**src/rtl/ps2_keystream_decoder.sv**
```systemverilog
// PS/2 set-2 scan-code stream decoder.
// Tracks the E0/F0 prefix state, the shift keys and typematic repeats, and
// translates key presses into ASCII characters. The characters are buffered in a
// first-word-fall-through FIFO.
// Output handshake: ascii_out is the head entry whenever ascii_valid=1 and stays
// steady until the consumer accepts it. A pop happens on the edge where
// ascii_valid & ascii_ready are both high. ascii_ready while empty is ignored.
module ps2_keystream_decoder #(
  parameter int FIFO_DEPTH   = 8,
  parameter int LOWERCASE_EN = 1,
  parameter int REPEAT_EN    = 0
) (
  input  logic                          clk,
  input  logic                          rst,
  input  logic [7:0]                    code_in,
  input  logic                          code_valid,
  output logic [7:0]                    ascii_out,
  output logic                          ascii_valid,
  input  logic                          ascii_ready,
  output logic [$clog2(FIFO_DEPTH):0]   fill_level,
  output logic                          shift_active,
  output logic                          overflow
);

  localparam int AW = $clog2(FIFO_DEPTH);
  localparam logic [AW:0]   FULL_CNT = (AW+1)'(FIFO_DEPTH);
  localparam logic [AW:0]   CNT_ONE  = 1;
  localparam logic [AW-1:0] PTR_ONE  = 1;

  typedef enum logic [1:0] {IDLE, BRK, EXT, EXT_BRK} state_t;

  state_t      state, state_nxt;
  logic        is_make, is_break, is_ext;
  logic [8:0]  key;
  logic [8:0]  last_make;
  logic        shift_l, shift_r;
  logic        is_shift_key, repeat_hit, make_ok;
  logic        is_letter;
  logic [7:0]  letter_up;
  logic        char_ok;
  logic [7:0]  char;
  logic        push, pop, do_push, full, empty;
  logic [7:0]  mem [FIFO_DEPTH];
  logic [AW-1:0] wr_ptr, rd_ptr;
  logic [AW:0]   count;

  // Prefix state register; advances only on a byte strobe.
  always_ff @(posedge clk) begin
    if (rst) state <= IDLE;
    else if (code_valid) state <= state_nxt;
  end

  // Prefix next-state and classification of the current byte.
  always_comb begin
    state_nxt = state;
    is_make   = 1'b0;
    is_break  = 1'b0;
    is_ext    = 1'b0;
    if (code_valid) begin
      case (state)
        IDLE: begin
          if (code_in == 8'hE0)      state_nxt = EXT;
          else if (code_in == 8'hF0) state_nxt = BRK;
          else begin
            is_make   = 1'b1;
            state_nxt = IDLE;
          end
        end
        EXT: begin
          if (code_in == 8'hF0)      state_nxt = EXT_BRK;
          else if (code_in == 8'hE0) state_nxt = EXT;
          else begin
            is_make   = 1'b1;
            is_ext    = 1'b1;
            state_nxt = IDLE;
          end
        end
        BRK: begin
          is_break  = 1'b1;
          state_nxt = IDLE;
        end
        default: begin
          is_break  = 1'b1;
          is_ext    = 1'b1;
          state_nxt = IDLE;
        end
      endcase
    end
  end

  assign key          = {is_ext, code_in};
  assign is_shift_key = !is_ext && (code_in == 8'h12 || code_in == 8'h59);
  assign repeat_hit   = (REPEAT_EN == 0) && (key == last_make);
  // Shift keys are modifiers: they never enter the repeat filter.
  assign make_ok      = is_make && !is_shift_key && !repeat_hit;
  assign shift_active = shift_l | shift_r;

  // Shift flags and last held key; updated even when the FIFO drops the char.
  always_ff @(posedge clk) begin
    if (rst) begin
      shift_l   <= 1'b0;
      shift_r   <= 1'b0;
      last_make <= 9'h000;
    end else begin
      if (is_make && is_shift_key) begin
        if (code_in == 8'h12) shift_l <= 1'b1;
        else                  shift_r <= 1'b1;
      end
      if (make_ok) last_make <= key;
      if (is_break) begin
        if (is_shift_key && code_in == 8'h12) shift_l <= 1'b0;
        if (is_shift_key && code_in == 8'h59) shift_r <= 1'b0;
        if (key == last_make) last_make <= 9'h000;
      end
    end
  end

  // Letter lookup, uppercase form.
  always_comb begin
    is_letter = 1'b1;
    letter_up = 8'h00;
    case (code_in)
      8'h1C: letter_up = 8'h41;  8'h32: letter_up = 8'h42;
      8'h21: letter_up = 8'h43;  8'h23: letter_up = 8'h44;
      8'h24: letter_up = 8'h45;  8'h2B: letter_up = 8'h46;
      8'h34: letter_up = 8'h47;  8'h33: letter_up = 8'h48;
      8'h43: letter_up = 8'h49;  8'h3B: letter_up = 8'h4A;
      8'h42: letter_up = 8'h4B;  8'h4B: letter_up = 8'h4C;
      8'h3A: letter_up = 8'h4D;  8'h31: letter_up = 8'h4E;
      8'h44: letter_up = 8'h4F;  8'h4D: letter_up = 8'h50;
      8'h15: letter_up = 8'h51;  8'h2D: letter_up = 8'h52;
      8'h1B: letter_up = 8'h53;  8'h2C: letter_up = 8'h54;
      8'h3C: letter_up = 8'h55;  8'h2A: letter_up = 8'h56;
      8'h1D: letter_up = 8'h57;  8'h22: letter_up = 8'h58;
      8'h35: letter_up = 8'h59;  8'h1A: letter_up = 8'h5A;
      default: is_letter = 1'b0;
    endcase
  end

  // Scan code to ASCII; char_ok=0 means the make produces nothing.
  always_comb begin
    char_ok = 1'b1;
    char    = 8'h00;
    if (is_ext) begin
      case (code_in)
        8'h4A:   char = 8'h2F;
        8'h5A:   char = 8'h0A;
        default: char_ok = 1'b0;
      endcase
    end else if (is_letter) begin
      char = (LOWERCASE_EN != 0 && !shift_active) ? (letter_up | 8'h20) : letter_up;
    end else begin
      case (code_in)
        8'h16: char = shift_active ? 8'h21 : 8'h31;
        8'h1E: char = shift_active ? 8'h40 : 8'h32;
        8'h26: char = shift_active ? 8'h23 : 8'h33;
        8'h25: char = shift_active ? 8'h24 : 8'h34;
        8'h2E: char = shift_active ? 8'h25 : 8'h35;
        8'h36: char = shift_active ? 8'h5E : 8'h36;
        8'h3D: char = shift_active ? 8'h26 : 8'h37;
        8'h3E: char = shift_active ? 8'h2A : 8'h38;
        8'h46: char = shift_active ? 8'h28 : 8'h39;
        8'h45: char = shift_active ? 8'h29 : 8'h30;
        8'h4E: char = shift_active ? 8'h5F : 8'h2D;
        8'h55: char = shift_active ? 8'h2B : 8'h3D;
        8'h70: char = 8'h30;  8'h69: char = 8'h31;
        8'h72: char = 8'h32;  8'h7A: char = 8'h33;
        8'h6B: char = 8'h34;  8'h73: char = 8'h35;
        8'h74: char = 8'h36;  8'h6C: char = 8'h37;
        8'h75: char = 8'h38;  8'h7D: char = 8'h39;
        8'h29: char = 8'h20;  8'h5A: char = 8'h0A;
        8'h66: char = 8'h08;
        8'h7B: char = 8'h2D;  8'h7C: char = 8'h2A;
        8'h79: char = 8'h2B;
        default: char_ok = 1'b0;
      endcase
    end
  end

  assign full    = (count == FULL_CNT);
  assign empty   = (count == '0);
  assign push    = make_ok && char_ok;
  assign pop     = ascii_ready && !empty;
  assign do_push = push && (!full || pop);

  // FIFO storage; contents need no reset, the count gates visibility.
  always_ff @(posedge clk) begin
    if (do_push) mem[wr_ptr] <= char;
  end

  // FIFO pointers, occupancy and overflow pulse.
  always_ff @(posedge clk) begin
    if (rst) begin
      wr_ptr   <= '0;
      rd_ptr   <= '0;
      count    <= '0;
      overflow <= 1'b0;
    end else begin
      if (do_push) wr_ptr <= wr_ptr + PTR_ONE;
      if (pop)     rd_ptr <= rd_ptr + PTR_ONE;
      if (do_push && !pop)      count <= count + CNT_ONE;
      else if (pop && !do_push) count <= count - CNT_ONE;
      overflow <= push && full && !pop;
    end
  end

  assign ascii_valid = !empty;
  assign ascii_out   = empty ? 8'h00 : mem[rd_ptr];
  assign fill_level  = count;

endmodule

```
**config.mk**
```make
export PLATFORM = sky130hd
export DESIGN_NAME = ps2_keystream_decoder
export DESIGN_NICKNAME = d
export VERILOG_FILES = /design/src/rtl/ps2_keystream_decoder.sv
export SDC_FILE = /design/constraint.sdc
export NUM_CORES = 1
export LEC_CHECK = 0
export BUFFER_PORTS_ARGS = -buffer_cell sky130_fd_sc_hd__buf_2
export CORE_ASPECT_RATIO = 1.5
export CORE_UTILIZATION = 50
export DETAILED_ROUTE_END_ITERATION = 7
export GPL_TIMING_DRIVEN = 0
export PLACE_DENSITY = 0.67
export REMOVE_ABC_BUFFERS = 1
export SYNTH_ARGS = -nofsm -noshare
export SYNTH_HDL_FRONTEND = slang
export SYNTH_SLANG_ARGS = --single-unit
```
**constraint.sdc**
```tcl
create_clock -name clk -period 5.2 [get_ports clk]
set_clock_uncertainty 0.05 [all_clocks]
set_input_delay 0.26 -clock clk [delete_from_list [all_inputs] [get_ports clk]]
set_output_delay 0.26 -clock clk [all_outputs]
set_load 0.05 [all_outputs]
```
## After elaboration in Yosys (flattened, before gate mapping)

Memories as Yosys holds them, arrays and structs flattened. A register that Yosys moved wholly into a read port is not among the register bits.
Cells that the tools add are included.
W data, S select, Z words.

- Memories kept: 1
- Output and inout port bits: 15
- Register bits: 24
- Bits of input ports: 12
- Bits in writable memories: 64
- Word-level logic and storage cells: 163

Memories:

| name | depth | bits a word | rd ports | clocked after memory_dff | wr ports | line | source |
|---|---|---|---|---|---|---|---|
| mem | 8 | 8 | 1 | 1 | 1 | 43 | `logic [7:0] mem [FIFO_DEPTH];` |

- Mux-type cells: 56
- Reduce and logical (&&, ||, !) cells: 30
- Bitwise logic cells: 1
- Equal/unequal tests: 63
- $add $sub $neg: 4

Operator list:

| kind | count |
|---|---|
| $eq A8 B7 Y1 const B | 26 |
| $pmux W7 S28 | 1 |
| $eq A8 B6 Y1 const B | 23 |
| $pmux W7 S26 | 1 |
| $eq A8 B5 Y1 const B | 8 |
| $mux W5 | 9 |
| $mux W7 | 4 |
| $reduce_or A28 Y1 | 1 |
| $mux W9 | 3 |
| $reduce_or A26 Y1 | 1 |
| $mux W1 | 24 |
| $eq A8 B8 Y1 const B | 2 |
| $mux W8 | 2 |
| $logic_and A1 B1 Y1 | 13 |
| $pmux W6 S2 | 1 |
| $eq A9 B9 Y1 | 1 |
| $mux W4 | 2 |
| $logic_not A1 Y1 | 7 |
| $add A3 B1 Y3 const B | 2 |
| $mux W2 | 3 |
| $mux W3 | 2 |
| $mux W6 | 1 |
| $reduce_or A2 Y1 | 3 |
| $add A4 B1 Y4 const B | 1 |
| 11 further kinds | 13 |

## Longest topological paths before layout

Gate-level depths: netlist (run 1).

- Word-level depth: 16
- Gate-level depth with buffers: 18
- Depth with buffers taken out: 15

## Worst setup path before layout (run 1)

OpenSTA, ideal clock, no wires.

- Kind: reg2reg
- Start: register count[0] (netlist: fill_level[0])
- End: register count[3] (netlist: fill_level[3])
- Path buffers: 0
- Setup time: 0.071 ns
- Required time: 5.079 ns
- Path slack: 1.689 ns
- Arrival time: 3.391 ns
- Period minus slack after synthesis: 3.511 ns
- Stages on the path, launching flop included: 12
- Cell sequence: dfxtp_1 nor4_1 inv_1 nand2_1 ha_1 inv_1 ha_1 a21o_1 a21oi_1 xnor2_1 or3_1 a21oi_1

- Word-level cells in the longest chain between the ends: 8
- Elaborated cells between the ends (all ways): 16
- Classes of those cells: add/sub (2); eq/ne (1); mux (2); reduce/logical (11)

Ends and longest elaborated chain:

| item | line | source |
|---|---|---|
| start: declaration | 45 | `logic [AW:0] count;` |
| start signal: assignment | 201 | `if (do_push && !pop) count <= count + CNT_ONE;` |
| start signal: assignment | 202 | `else if (pop && !do_push) count <= count - CNT_ONE;` |
| $logic_not A4 Y1 * | 181 | `assign empty = (count == '0);` |
| $logic_not A1 Y1 * | -- |  |
| net ascii_valid | 18 | `output logic ascii_valid,` |
| $logic_and A1 B1 Y1 * | 183 | `assign pop = ascii_ready && !empty;` |
| $logic_or A1 B1 Y1 | 184 | `assign do_push = push && (!full \|\| pop);` |
| $logic_and A1 B1 Y1 | 184 |  |
| $logic_not A1 Y1 | 202 |  |
| $logic_and A1 B1 Y1 | 202 |  |
| $reduce_bool A2 Y1 (no source line) | -- |  |

Mark *: on every way through the listed nets, which the timed path passes. The rest lies on a longest branch. The select of a mux whose other input is x is not followed.
A chain may end at the register's enable or synchronous reset.

## Worst setup path after layout (run 1)

- Start: register state[0]
- End: register count[3] (netlist: fill_level[3])

- Word-level cells in the longest chain between the ends: 14
- Elaborated cells between the ends (all ways): 23
- Classes of those cells: eq/ne (3); mux (6); reduce/logical (14)

Ends and longest elaborated chain:

| item | line | source |
|---|---|---|
| start: declaration | 32 | `state_t state, state_nxt;` |
| start signal: assignment | 50 | `else if (code_valid) state <= state_nxt;` |
| branches (longest 9 deep; another with $eq A9 B9 Y1) | -- |  |
| $logic_and A1 B1 Y1 * | 182 | `assign push = make_ok && char_ok;` |
| $logic_and A1 B1 Y1 * | 184 |  |
| net do_push | 42 | `logic push, pop, do_push, full, empty;` |
| $logic_not A1 Y1 | 202 |  |
| $logic_and A1 B1 Y1 | 202 |  |
| $reduce_bool A2 Y1 (no source line) | -- |  |

Mark *: on every way through the listed nets, which the timed path passes.

==> insert_results.sql, run 1 <==
INSERT INTO impl_metrics (metric_group, metric, value, unit) VALUES
('placement', 'setup_slack_placement', '626.7', 'ps'),
('logic_synthesis', 'synth.largest_area_cell', 'edfxtp_1', ''),
('critical_path', 'endpoint_kind', 'flop', ''),
('logic_synthesis', 'synth.area.top_cells', 'edfxtp_1 (34%), dfxtp_1 (11%), mux4_2 (6.4%), mux2i_1 (4.0%), nor2_1 (3.4%)', ''),
('logic_synthesis', 'synth.yosys.seq_area_share', '44.80', '%'),
('floorplanning', 'design.core.area', '0.009634', 'mm2'),
('power_and_ir_drop', 'power_switching_share', '33.19', '%'),
('critical_path', 'critical-path-top-delay-family', 'simple AND/OR/NAND/NOR gates', ''),
('logic_synthesis', 'synth.ff_latch_count', '83', ''),
('cts', 'cts_root_buf', 'clkbuf_16', ''),
('floorplanning', 'placementRows', '44', ''),
('power_and_ir_drop', 'power.sequential.fraction', '39.1', '%'),
('drt', 'vias_per_cell', '6.325', ''),
('timing', 'fin_tns_setup', '0', 'ps'),
('critical_path', 'standard_cell_with_the_maximum_stage_delay_on_the_critical_path', 'nor4b_4', ''),
('critical_path', 'cp.required', '5410', 'ps'),
('power_and_ir_drop', 'p_clk_share', '32.4', '%'),
('timing', 'period_needed', '4333', 'ps'),
('power_and_ir_drop', 'pwr_density_cell', '374.1', 'mW/mm2'),
('global_route', 'vias_in_the_first_global_route', '3651', ''),
('cts', 'clk_slew_on_worst_s_h_paths', '60', 'ps'),
('cts', 'post_cts.resized_instances', '0', ''),
('logic_synthesis', 'syn-cell-area', '0.004960', 'mm2'),
('critical_path', 'critical_path_class', 'reg -> reg', ''),
('logic_synthesis', 'synth-edff-count', '56', ''),
('status', 'outcome', 'finished, final reports clean', ''),
('cts', 'cts_tree', 'done', ''),
('logic_synthesis', 'syn_avg_cell_area', '10.69', 'um2'),
('timing', 'slew_violations', '0', ''),
('cells_and_area', 'layout-drive-gt1-share', '15.89', '%'),
('cts', 'cts_setup_buffers', '0', ''),
('global_route', 'grt.overflow.total', '0', ''),
('power_and_ir_drop', 'static_power_due_to_leakage', '1.885', 'nW'),
('logic_synthesis', 'synthArstFlopShare', '0', '%'),
('drt', 'num_vias', '3713', ''),
('critical_path', 'crit_path_start_kind', 'flop', ''),
('global_route', 'grt_antenna_before_repair', '0', ''),
('placement', 'place.port_buffers', '25', ''),
('power_and_ir_drop', 'intPower', '0.001352', 'W'),
('floorplanning', 'io_pins', '27', ''),
('cells_and_area', 'syn2layout_area_growth', '9.057', '%'),
('timing', 'timing.final.setup_violations', '0', ''),
('critical_path', 'critical_path_buf_inv_count', '1', ''),
('critical_path', 'crit_chain', 'and4b_4 > a31oi_4 > xnor2_1 > nand3_1 > nor4b_4 > nand2_1 > nor2_4 > ha_1 > inv_1 > ha_1 > a21o_1 > a21oi_1 > xnor2_1 > or3_1 > a21oi_1', ''),
('global_route', 'grt_pass1_wl', '18660', 'um'),
('timing', 'max_slew_margin', '26.43', '%'),
('cells_and_area', 'finish.net_count', '485', ''),
('cts', 'post_cts_hold_buffer_count', '0', ''),
('global_route', 'grt_start_max_net_pins', '38', ''),
('timing', 'layout_setup_ws', '867.2', 'ps'),
('global_route', 'grtUsageTotal', '23.16', '%'),
('drt', 'drt-wirelength-per-cell', '19.67', 'um'),
('timing', 'worst-slew-pin-transition', '1088', 'ps'),
('drt', 'drc_errors', '0', ''),
('cts', 'cts_max_path_buffers', '2', ''),
('critical_path', 'max_stage_delay', '700', 'ps'),
('run', 'max_cap_viols', '0', ''),
('cts', 'clkSinkCount', '83', ''),
('timing', 'grt_setup_unrepaired', 'false', ''),
('drt', 'drt_iter0_drc', '218', ''),
('logic_synthesis', 'gate_count_post_synth', '464', ''),
('floorplanning', 'die-area', '0.01033', 'mm2'),
('critical_path', 'r2r_setup_slack', '870', 'ps'),
('critical_path', 'cp_data_arrival_time', '4540', 'ps'),
('cts', 'tritoncts.num_buffers', '9', ''),
('placement', 'dpl_wire_length', '8149', 'um'),
('placement', 'gp_congestion', '0.9591', ''),
('power_and_ir_drop', 'netSwitchingPower', '0.0006716', 'W'),
('floorplanning', 'initial_core_util', '51.48', '%'),
('critical_path', 'crit_path_max_fanout', '11', ''),
('cts', 'clock_insertion_delay_worst_skew', '330', 'ps');
[through the flow]
step           std cells  instance area, um2  hold slack, ps
3_5_place_dp         571                5090           425.1
4_1_cts              587                5409           162.4
5_1_grt              587                5409           193.3
6_report             587                5409           174.3
2_1_floorplan        428                4767           279.1
3_3_place_gp         568                5036           422.9
[worst reg2reg max path: cells and delay by family (launching register included)]
family	cells	cell delay [ps]
and+or+nand+nor	6	2050
AOI/OAI and AO/OA	4	840
DFF	1	540
adders and majority gates	2	500
xor gates and xnor gates	2	210
buffers and inverters	1	90
[logic make-up after synthesis]
kind of cell	synth area share [%]
buffers and inverters	4.415
AOI/OAI and AO/OA	12.66
and+or+nand+nor	22.30
other	0.07561
muxes	11.07
xor gates and xnor gates	3.002
DFF	44.80
adders and majority gates	1.665
[final timing paths]
kind | from | endpoint | cells past startpoint
setup / recovery | state[0] | fill_level[3] | 15
hold / removal | code_valid | state[1] | 2
setup reg to reg | state[0] | fill_level[3] | 15
hold reg to reg | rd_ptr[1] | rd_ptr[1] | 2
[Yosys cell counts (6+ instances only)]
cell / count
nor2b_1: 12
nand3_1: 14
o22ai_1: 8
o21ai_0: 19
edfxtp_1: 56
dfxtp_1: 27
inv_1: 7
nor3_1: 9
nand3b_1: 6
mux4_2: 14
a21oi_1: 20
nor4_1: 8
nand2_1: 27
xor2_1: 14
buf_2: 13
clkbuf_1: 10
mux2i_1: 20
nand2b_1: 18
nor2_1: 45
[metal layers]
layer | global-route usage (%) | up-vias | wire length [um]
met5 | 0 | - | 0
met4 | 12.93 | 0 | 456
met3 | 2.916 | 33 | 516
met2 | 41.50 | 137 | 5923
met1 | 26.98 | 1780 | 4648
li1 | - | 1763 | -
[layout by cell type, fill, tap and decap left out, types with 4 or more instances in the layout]
| cell type | Yosys | final |
|---|---|---|
| mux4_2 | 14 | 14 |
| buf_2 | 13 | 25 |
| o21bai_1 | 4 | 4 |
| nor2b_1 | 12 | 12 |
| ha_1 | 5 | 5 |
| a21oi_1 | 20 | 20 |
| nand4b_1 | 4 | 4 |
| nor3b_1 | 4 | 4 |
| nand2_1 | 27 | 27 |
| a22oi_1 | 5 | 5 |
| and3_1 | 4 | 4 |
| edfxtp_1 | 56 | 56 |
| xor2_1 | 14 | 14 |
| mux2i_1 | 20 | 20 |
| nor2_1 | 45 | 45 |
| nor3_1 | 9 | 9 |
| o22ai_1 | 8 | 8 |
| nor4b_2 | 3 | 5 |
| nor4_1 | 8 | 6 |
| o21ai_0 | 19 | 19 |
| nand2b_1 | 18 | 18 |
| clkbuf_16 | 0 | 10 |
| inv_1 | 7 | 7 |
| dfxtp_1 | 27 | 27 |
| nand3b_1 | 6 | 6 |
| nand3_1 | 14 | 14 |
[power by group through the flow]
stage / registers (W) / logic (W) / clock network [W]
after global placement: 0.000803 / 0.000565 / 0
final: 0.000792 / 0.000576 / 0.000656
after CTS: 0.000794 / 0.000579 / 0.000668
after floorplan: 0.000830 / 0.000397 / 0
after global routing: 0.000800 / 0.000620 / 0.000695
after detailed placement: 0.000808 / 0.000578 / 0
[sequential cells by signal, summed over array words and instances, names as in the netlist, 2 cells and up, named ones only]
register and count:
wr_ptr 3, mem 56, fill_level 4, rd_ptr 3
state 2, last_make 9
[area by class of cell]
class,count,area (um2),area share (%)
Clock inverter,3,43.79,0.8096
Multi-Input combinational cell,338,2550,47.14
Timing Repair Buffer,28,147.6,2.730
Sequential cell,83,2222,41.08
Inverter,7,26.28,0.4858
Clock buffer,13,275.3,5.089
Tap cell,115,143.9,2.660
Note: power is estimated with default switching activity, not from simulation.
==> inputs of run 2 (changes only) <==
clock period = 4.25 ns   (was 5.2 ns; I/O delays follow)
==> run 2 against run 1 <==
  * Power increased by 22%
  * Wire length increased by 0.32%
  * Register-to-register slack got worse by 310 ps
  * Combinational power increased by 23%
  * Clock power increased by 22%
  * Largest cell class unchanged
  * Highest routed layer unchanged
  * Sequential share of layout area decreased by 0.12 points
  * First-iteration DRC count decreased by 5.0%
  * Setup slack got worse by 550 ps
  * Hold slack got worse by 48 ps
  * Cell count increased by 0.17%
  * Global-route usage increased by 0.073 points
  * Via count increased by 0.22%
==> insert_results.sql, run 2 (same netlist as run 1, synthesis figures left out) <==
INSERT INTO impl_metrics (metric_group, metric, value, unit) VALUES
('timing', 'finalHoldViolCount', '0', ''),
('timing', 'final_min_period_over_clock_period', '92.43', '%'),
('floorplanning', 'die_w', '83.32', 'um'),
('status', 'outcome', 'finished, final reports clean', ''),
('timing', 'grt_setup_unrepaired', 'false', ''),
('critical_path', 'timing.critical_path.mode_cell', 'a21oi_1', ''),
('power_and_ir_drop', 'pwr_density_cell', '456.6', 'mW/mm2'),
('cells_and_area', 'layout-drive-gt1-share', '16.07', '%'),
('drt', 'drt-wirelength-per-cell', '19.70', 'um'),
('critical_path', 'cp_data_arrival_time', '4140', 'ps'),
('global_route', 'grt_pass1_wl', '18710', 'um'),
('cells_and_area', 'register_containing_the_most_flip_flops_in_the_final_layout', 'mem', ''),
('drt', 'drc_errors', '0', ''),
('floorplanning', 'die_boundary_height', '124.0', 'um'),
('critical_path', 'crit_path_start_kind', 'input port', ''),
('floorplanning', 'io_pins', '27', ''),
('timing', 'fmaxAchievable', '254.6', 'MHz'),
('global_route', 'grtUsageTotal', '23.23', '%'),
('timing', 'max_slew_margin', '37.15', '%'),
('power_and_ir_drop', 'ir_worst_vdd', '466.3', 'uV'),
('drt', 'vias_per_cell', '6.328', ''),
('critical_path', 'critical_path_class', 'in -> reg', ''),
('cells_and_area', 'layout.cell_area.non_filler', '0.005425', 'mm2'),
('global_route', 'grt.overflow.total', '0', ''),
('power_and_ir_drop', 'power_frac_comb', '28.5', '%'),
('global_route', 'vias_in_the_first_global_route', '3663', ''),
('critical_path', 'worst_r2r_endpoint', 'fill_level[3]', ''),
('cells_and_area', 'largest_register_ff_count', '56', ''),
('critical_path', 'standard_cell_with_the_maximum_stage_delay_on_the_critical_path', 'nor4bb_4', ''),
('floorplanning', 'die-area', '0.01033', 'mm2'),
('floorplanning', 'design.core.area', '0.009634', 'mm2'),
('cts', 'clock_insertion_delay_worst_skew', '330', 'ps'),
('floorplanning', 'initial_core_util', '51.48', '%'),
('critical_path', 'endpoint_kind', 'flop', ''),
('drt', 'num_vias', '3721', ''),
('drt', 'finalWirelength', '11580', 'um'),
('power_and_ir_drop', 'netSwitchingPower', '0.0008221', 'W'),
('cells_and_area', 'finish.net_count', '486', ''),
('worst_hold_path', 'min_delay_path_depth', '2', ''),
('global_route', 'grt_start_max_net_pins', '38', ''),
('floorplanning', 'placementRows', '44', ''),
('critical_path', 'crit_chain', 'buf_2 > nor4bb_4 > o21ai_0 > a21oi_1 > nand2b_1 > nand4bb_1 > a21boi_2 > nor2_4 > ha_1 > inv_1 > ha_1 > a21o_1 > a21oi_1 > xnor2_1 > or3_1 > a21oi_1', ''),
('run', 'max_cap_viols', '0', ''),
('critical_path', 'reg2reg_depth', '15', ''),
('cts', 'clk_slew_on_worst_s_h_paths', '60', 'ps'),
('power_and_ir_drop', 'power_switching_share', '33.18', '%'),
('cts', 'post_cts_hold_buffer_count', '0', ''),
('critical_path', 'r2r_setup_slack', '560', 'ps'),
('power_and_ir_drop', 'intPower', '0.001655', 'W'),
('critical_path', 'critical_path_buf_inv_count', '2', ''),
('critical_path', 'critical-path-top-delay-family', 'simple AND/OR/NAND/NOR gates', ''),
('worst_hold_path', 'holdCritPathClass', 'in -> reg', ''),
('cells_and_area', 'post_layout_nonfiller_instances', '588', ''),
('cells_and_area', 'final_cell_mix', 'edfxtp_1 (56), nor2_1 (45), nand2_1 (27), dfxtp_1 (27), buf_2 (25)', ''),
('global_route', 'grt_antenna_before_repair', '0', ''),
('drt', 'drt.antenna.violating_nets', '0', ''),
('timing', 'timing.final.setup_violations', '0', ''),
('power_and_ir_drop', 'power.sequential.fraction', '39.1', '%'),
('cells_and_area', 'syn2layout_area_growth', '9.384', '%'),
('placement', 'dpl_wire_length', '8149', 'um'),
('placement', 'placed_instance_area', '0.005090', 'mm2'),
('drt', 'drt_iter0_drc', '207', ''),
('placement', 'gp_congestion', '0.9591', ''),
('cells_and_area', 'final_common_cell', 'edfxtp_1', ''),
('cells_and_area', 'layout.core_utilization', '56.31', '%'),
('cells_and_area', 'diode_insertion_count_for_antenna_repair', '0', ''),
('critical_path', 'r2r-start', 'state[0]', ''),
('timing', 'slew_violations', '0', ''),
('power_and_ir_drop', 'static_power_due_to_leakage', '1.899', 'nW'),
('cts', 'tritoncts.num_buffers', '9', ''),
('critical_path', 'worstSetupEndpoint', 'fill_level[3]', ''),
('cts', 'clkSinkCount', '83', ''),
('cts', 'cts_root_buf', 'clkbuf_16', ''),
('power_and_ir_drop', 'finalPower', '0.002477', 'W'),
('critical_path', 'cp.required', '4460', 'ps'),
('cts', 'htree_num_levels', '3', ''),
('timing', 'worst-slew-pin-transition', '941.5', 'ps'),
('cts', 'cts_max_path_buffers', '2', ''),
('critical_path', 'crit_path_max_fanout', '32', ''),
('cells_and_area', 'fillers', '809', ''),
('timing', 'period_needed', '3928', 'ps'),
('critical_path', 'max_stage_delay', '720', 'ps'),
('cts', 'cts_tree', 'done', ''),
('placement', 'place.port_buffers', '25', ''),
('power_and_ir_drop', 'p_clk_share', '32.4', '%'),
('placement', 'place_inst', '571', ''),
('critical_path', 'critical_path.startpoint', 'code_in[5]', ''),
('critical_path', 'worst-path-stages', '16', ''),
('drt', 'first_pass_iters', '5', '');
## run 2: worst min-delay path by stage
stage / slack, ps / start / endpoint
finish: 130 / code_valid / state[1]
global route: 150 / code_valid / state[1]
CTS: 110 / code_valid / state[1]
detailed placement: 430 / rd_ptr[1] / rd_ptr[1]
global placement: 420 / rd_ptr[1] / rd_ptr[1]
floorplan: 230 / rst / fill_level[3]
## run 2: stage by stage
step	worst slack, ps	hold WS (ps)	setup TNS [ps]
finish	321.7	125.9	0
CTS	135.8	114.9	0
global route	43.06	145.8	0
floorplan	577.6	231.6	0
global placement	-913.4	422.9	-18370
detailed placement	-275.8	425.1	-275.8
## run 2: power groups by stage
stage	Clock (W)	Combinational (W)	Sequential [W]
after floorplan	0	0.000486	0.00102
after global placement	0	0.000692	0.000983
after detailed placement	0	0.000708	0.000989
after CTS	0.000817	0.000710	0.000972
after global routing	0.000851	0.000761	0.000979
final	0.000802	0.000707	0.000969
## run 2: final cells by class
| cell class | count | area (um2) | area share (%) |
|---|---|---|---|
| multi-input cells | 338 | 2559 | 47.16 |
| flip-flops and latches | 83 | 2222 | 40.96 |
| clock buffers | 13 | 275.3 | 5.074 |
| repair buffers | 29 | 155.1 | 2.860 |
| well taps | 115 | 143.9 | 2.652 |
| clock inverters | 3 | 43.79 | 0.8072 |
| inverters | 7 | 26.28 | 0.4843 |
## run 2: what timing repair did
item,CTS,global route
buffers inserted,1,0
endpoints found under the setup margin,1,1
gates resized for setup,0,1
## run 2: routing by layer
metal | vias up | part of all wire [%] | track usage, %
li1 | 1771 | - | -
met1 | 1771 | 39 | 27.15
met2 | 146 | 52 | 41.55
met3 | 33 | 4.9 | 2.916
met4 | 0 | 4.1 | 12.93
met5 | - | 0 | 0
==> inputs of run 3 (changes only) <==
ABC_AREA = 1   (was default)
CAP_MARGIN = 15   (was default)
PLACE_DENSITY = 0.68   (was 0.67)
==> run 3 against run 2 <==
  * Cell count is 23% higher
  * Hold slack worse by 57 ps
  * Fmax is 13% higher
  * Critical endpoint is now ascii_out[5]
  * Via count is 9.3% higher
==> insert_results.sql, run 3 <==
INSERT INTO impl_metrics (metric_group, metric, value, unit) VALUES
('cts', 'post_cts_hold_buffer_count', '0', ''),
('cells_and_area', 'layout-drive-gt1-share', '11.87', '%'),
('drt', 'num_vias', '4066', ''),
('timing', 'fmaxAchievable', '288.7', 'MHz'),
('placement', 'gp_congestion', '0.9911', ''),
('global_route', 'grtUsageTotal', '26.12', '%'),
('power_and_ir_drop', 'pwr_density_cell', '527.5', 'mW/mm2'),
('cts', 'htree_num_levels', '3', ''),
('power_and_ir_drop', 'intPower', '0.001593', 'W'),
('run', 'max_cap_viols', '0', ''),
('cts', 'cts_root_buf', 'clkbuf_16', ''),
('logic_synthesis', 'number_of_distinct_standard_cells_referenced_by_the_synthesized_netlist', '39', ''),
('timing', 'finalHoldViolCount', '0', ''),
('timing', 'period_needed', '3463', 'ps'),
('global_route', 'grt.overflow.total', '0', ''),
('cells_and_area', 'final_cell_mix', 'nor2_1 (131), nand2_1 (100), o21ai_0 (67)', ''),
('logic_synthesis', 'synth.largest_area_cell', 'edfxtp_1', ''),
('cts', 'cts_tree', 'done', ''),
('power_and_ir_drop', 'static_power_due_to_leakage', '2.120', 'nW'),
('drt', 'drc_errors', '0', ''),
('logic_synthesis', 'yosys_warnings', '0', ''),
('logic_synthesis', 'syn_avg_cell_area', '7.837', 'um2'),
('placement', 'place_inst', '709', ''),
('drt', 'drt-wirelength-per-cell', '16.34', 'um'),
('floorplanning', 'die-area', '0.009612', 'mm2'),
('power_and_ir_drop', 'ir_worst_vdd', '538.5', 'uV'),
('status', 'outcome', 'finished, final reports clean', ''),
('floorplanning', 'placementRows', '42', ''),
('floorplanning', 'die_w', '80.39', 'um'),
('critical_path', 'cp_data_arrival_time', '3200', 'ps'),
('placement', 'setup_slack_placement', '472.7', 'ps'),
('cts', 'cts_max_path_buffers', '2', ''),
('logic_synthesis', 'synth-edff-count', '56', ''),
('logic_synthesis', 'syn-cell-area', '0.004608', 'mm2'),
('logic_synthesis', 'synth.ff_latch_count', '83', ''),
('cts', 'post_cts.resized_instances', '0', ''),
('logic_synthesis', 'synth.most_common_cell', 'nor2_1', ''),
('timing', 'slew_violations', '0', ''),
('cells_and_area', 'diode_insertion_count_for_antenna_repair', '0', ''),
('cells_and_area', 'finish.net_count', '628', ''),
('power_and_ir_drop', 'power.sequential.fraction', '37.5', '%'),
('floorplanning', 'design.core.area', '0.008881', 'mm2'),
('timing', 'worst-slew-pin-transition', '966.2', 'ps'),
('critical_path', 'r2r_setup_slack', '950', 'ps'),
('critical_path', 'critical_path_class', 'reg -> out', ''),
('logic_synthesis', 'dominantRegCellSynth', 'edfxtp_1', ''),
('cts', 'tritoncts.num_buffers', '9', ''),
('power_and_ir_drop', 'netSwitchingPower', '0.001085', 'W'),
('power_and_ir_drop', 'p_clk_share', '27.7', '%'),
('global_route', 'vias_in_the_first_global_route', '3913', ''),
('critical_path', 'crit_path_start_kind', 'flop', ''),
('cts', 'cts_setup_buffers', '0', ''),
('floorplanning', 'initial_core_util', '51.89', '%'),
('cts', 'clock_insertion_delay_worst_skew', '340', 'ps'),
('cells_and_area', 'register_containing_the_most_flip_flops_in_the_final_layout', 'mem', ''),
('logic_synthesis', 'synth.area.top_cells', 'edfxtp_1 (36%), dfxtp_1 (12%), nor2_1 (11%), nand2_1 (8.1%), o21ai_0 (7.3%)', ''),
('drt', 'drt.antenna.violating_nets', '0', ''),
('placement', 'place.port_buffers', '25', ''),
('global_route', 'grt_pass1_wl', '18730', 'um'),
('logic_synthesis', 'synth.yosys.seq_area_share', '48.22', '%'),
('cts', 'clkSinkCount', '83', ''),
('worst_hold_path', 'holdCritPathClass', 'in -> reg', ''),
('drt', 'finalWirelength', '11840', 'um'),
('logic_synthesis', 'gate_count_post_synth', '588', ''),
('timing', 'layout_setup_ws', '786.6', 'ps'),
('timing', 'timing.final.setup_violations', '0', ''),
('critical_path', 'cp.required', '3990', 'ps'),
('drt', 'vias_per_cell', '5.608', ''),
('cells_and_area', 'largest_register_ff_count', '56', ''),
('global_route', 'grt_start_max_net_pins', '30', ''),
('logic_synthesis', 'most_numerous_cell_types_in_the_synthesized_netlist', 'nor2_1 (131), nand2_1 (100), o21ai_0 (67)', ''),
('cells_and_area', 'syn2layout_area_growth', '10.18', '%'),
('floorplanning', 'io_pins', '27', ''),
('placement', 'dpl_wire_length', '9075', 'um'),
('timing', 'fin_tns_setup', '0', 'ps'),
('floorplanning', 'die_boundary_height', '119.6', 'um'),
('power_and_ir_drop', 'finalPower', '0.002678', 'W'),
('logic_synthesis', 'synthArstFlopShare', '0', '%'),
('power_and_ir_drop', 'power_frac_comb', '34.8', '%'),
('timing', 'final_min_period_over_clock_period', '81.49', '%'),
('cells_and_area', 'post_layout_nonfiller_instances', '725', ''),
('drt', 'first_pass_iters', '4', ''),
('power_and_ir_drop', 'power_switching_share', '40.51', '%'),
('timing', 'grt_setup_unrepaired', 'false', ''),
('critical_path', 'endpoint_kind', 'output pin', ''),
('timing', 'max_slew_margin', '34.90', '%'),
('global_route', 'grt_antenna_before_repair', '0', ''),
('critical_path', 'crit_path_max_fanout', '29', ''),
('cells_and_area', 'final_common_cell', 'nor2_1', ''),
('logic_synthesis', 'synth.top_cell.area_share', '36.49', '%'),
('drt', 'drt_iter0_drc', '170', ''),
('cts', 'clk_slew_on_worst_s_h_paths', '60', 'ps');
-- run 3: cell count changes in the layout (fill, tap and decap cells not counted), moves of 7 or more --
cell / delta
nor2_2: +11
nand4_1: +7
o21ai_0: +48
mux2i_1: -20
nand3_1: +9
xor2_1: -13
nor2b_1: -12
mux4_2: -14
inv_1: +38
nand2_1: +73
nor2_1: +86
inv_2: +9
nand2b_1: -18
-- run 3: stage by stage --
| step | utilization, % | instance area (um2) | hold slack, ps |
|---|---|---|---|
| global route | 57.17 | 5077 | 74.12 |
| CTS | 57.17 | 5077 | 62.18 |
| finish | 57.17 | 5077 | 69.23 |
| global placement | 53.92 | 4788 | 407.4 |
| floorplan | - | 4526 | 234.2 |
| detailed placement | 53.92 | 4788 | 410.3 |
-- run 3: area by class of cell --
cell class                 instances  area (um2)
fill                             854        3804
inverter                          56       210.2
clock inverter                     5       36.28
timing repair buffer              25       125.1
sequential                        83        2222
multi-input combinational        435        2093
tap                              110       137.6
clock buffer                      11       252.7
-- run 3: metal layers --
layer	track usage [%]	vias to the layer above	part of all wire (%)
li1	-	2027	-
met4	16.52	0	5.6
met2	48.04	120	54
met1	26.13	1874	37
met3	4.563	45	3.6
met5	0	-	0
-- run 3: final timing paths --
kind	from	end	depth (start not counted)
worst max-delay path	flop	ascii_out[5]	6
worst min-delay path	rst	wr_ptr[2]	2
worst max register to register	state[1]	fill_level[3]	18
worst min register to register	rd_ptr[2]	rd_ptr[2]	2
-- run 3: cell families after synthesis --
| family | count (synthesis) | synth area share (%) |
|---|---|---|
| DFF | 83 | 48.22 |
| buffers and inverters | 70 | 6.353 |
| and+or+nand+nor | 303 | 28.37 |
| AOI/OAI and AO/OA | 116 | 13.47 |
| adders and majority gates | 6 | 1.792 |
| other | 1 | 0.08138 |
| xor gates and xnor gates | 9 | 1.711 |
-- run 3: critical path, cell delays in order, from the launching register on --
cell and delay [ps]:
dfxtp_1 950, clkinv_1 850, o21ai_0 470, o22ai_1 130, o21ai_0 170, a31oi_1 50
buf_2 240
-- run 3: power by group through the flow --
stage	clock, W	sequential [W]	combinational (W)
2_1_floorplan	0	0.00106	0.000649
3_3_place_gp	0	0.00102	0.000913
3_5_place_dp	0	0.00102	0.000934
4_1_cts	0.000750	0.00101	0.000936
5_1_grt	0.000791	0.00102	0.00103
6_report	0.000742	0.00101	0.000931
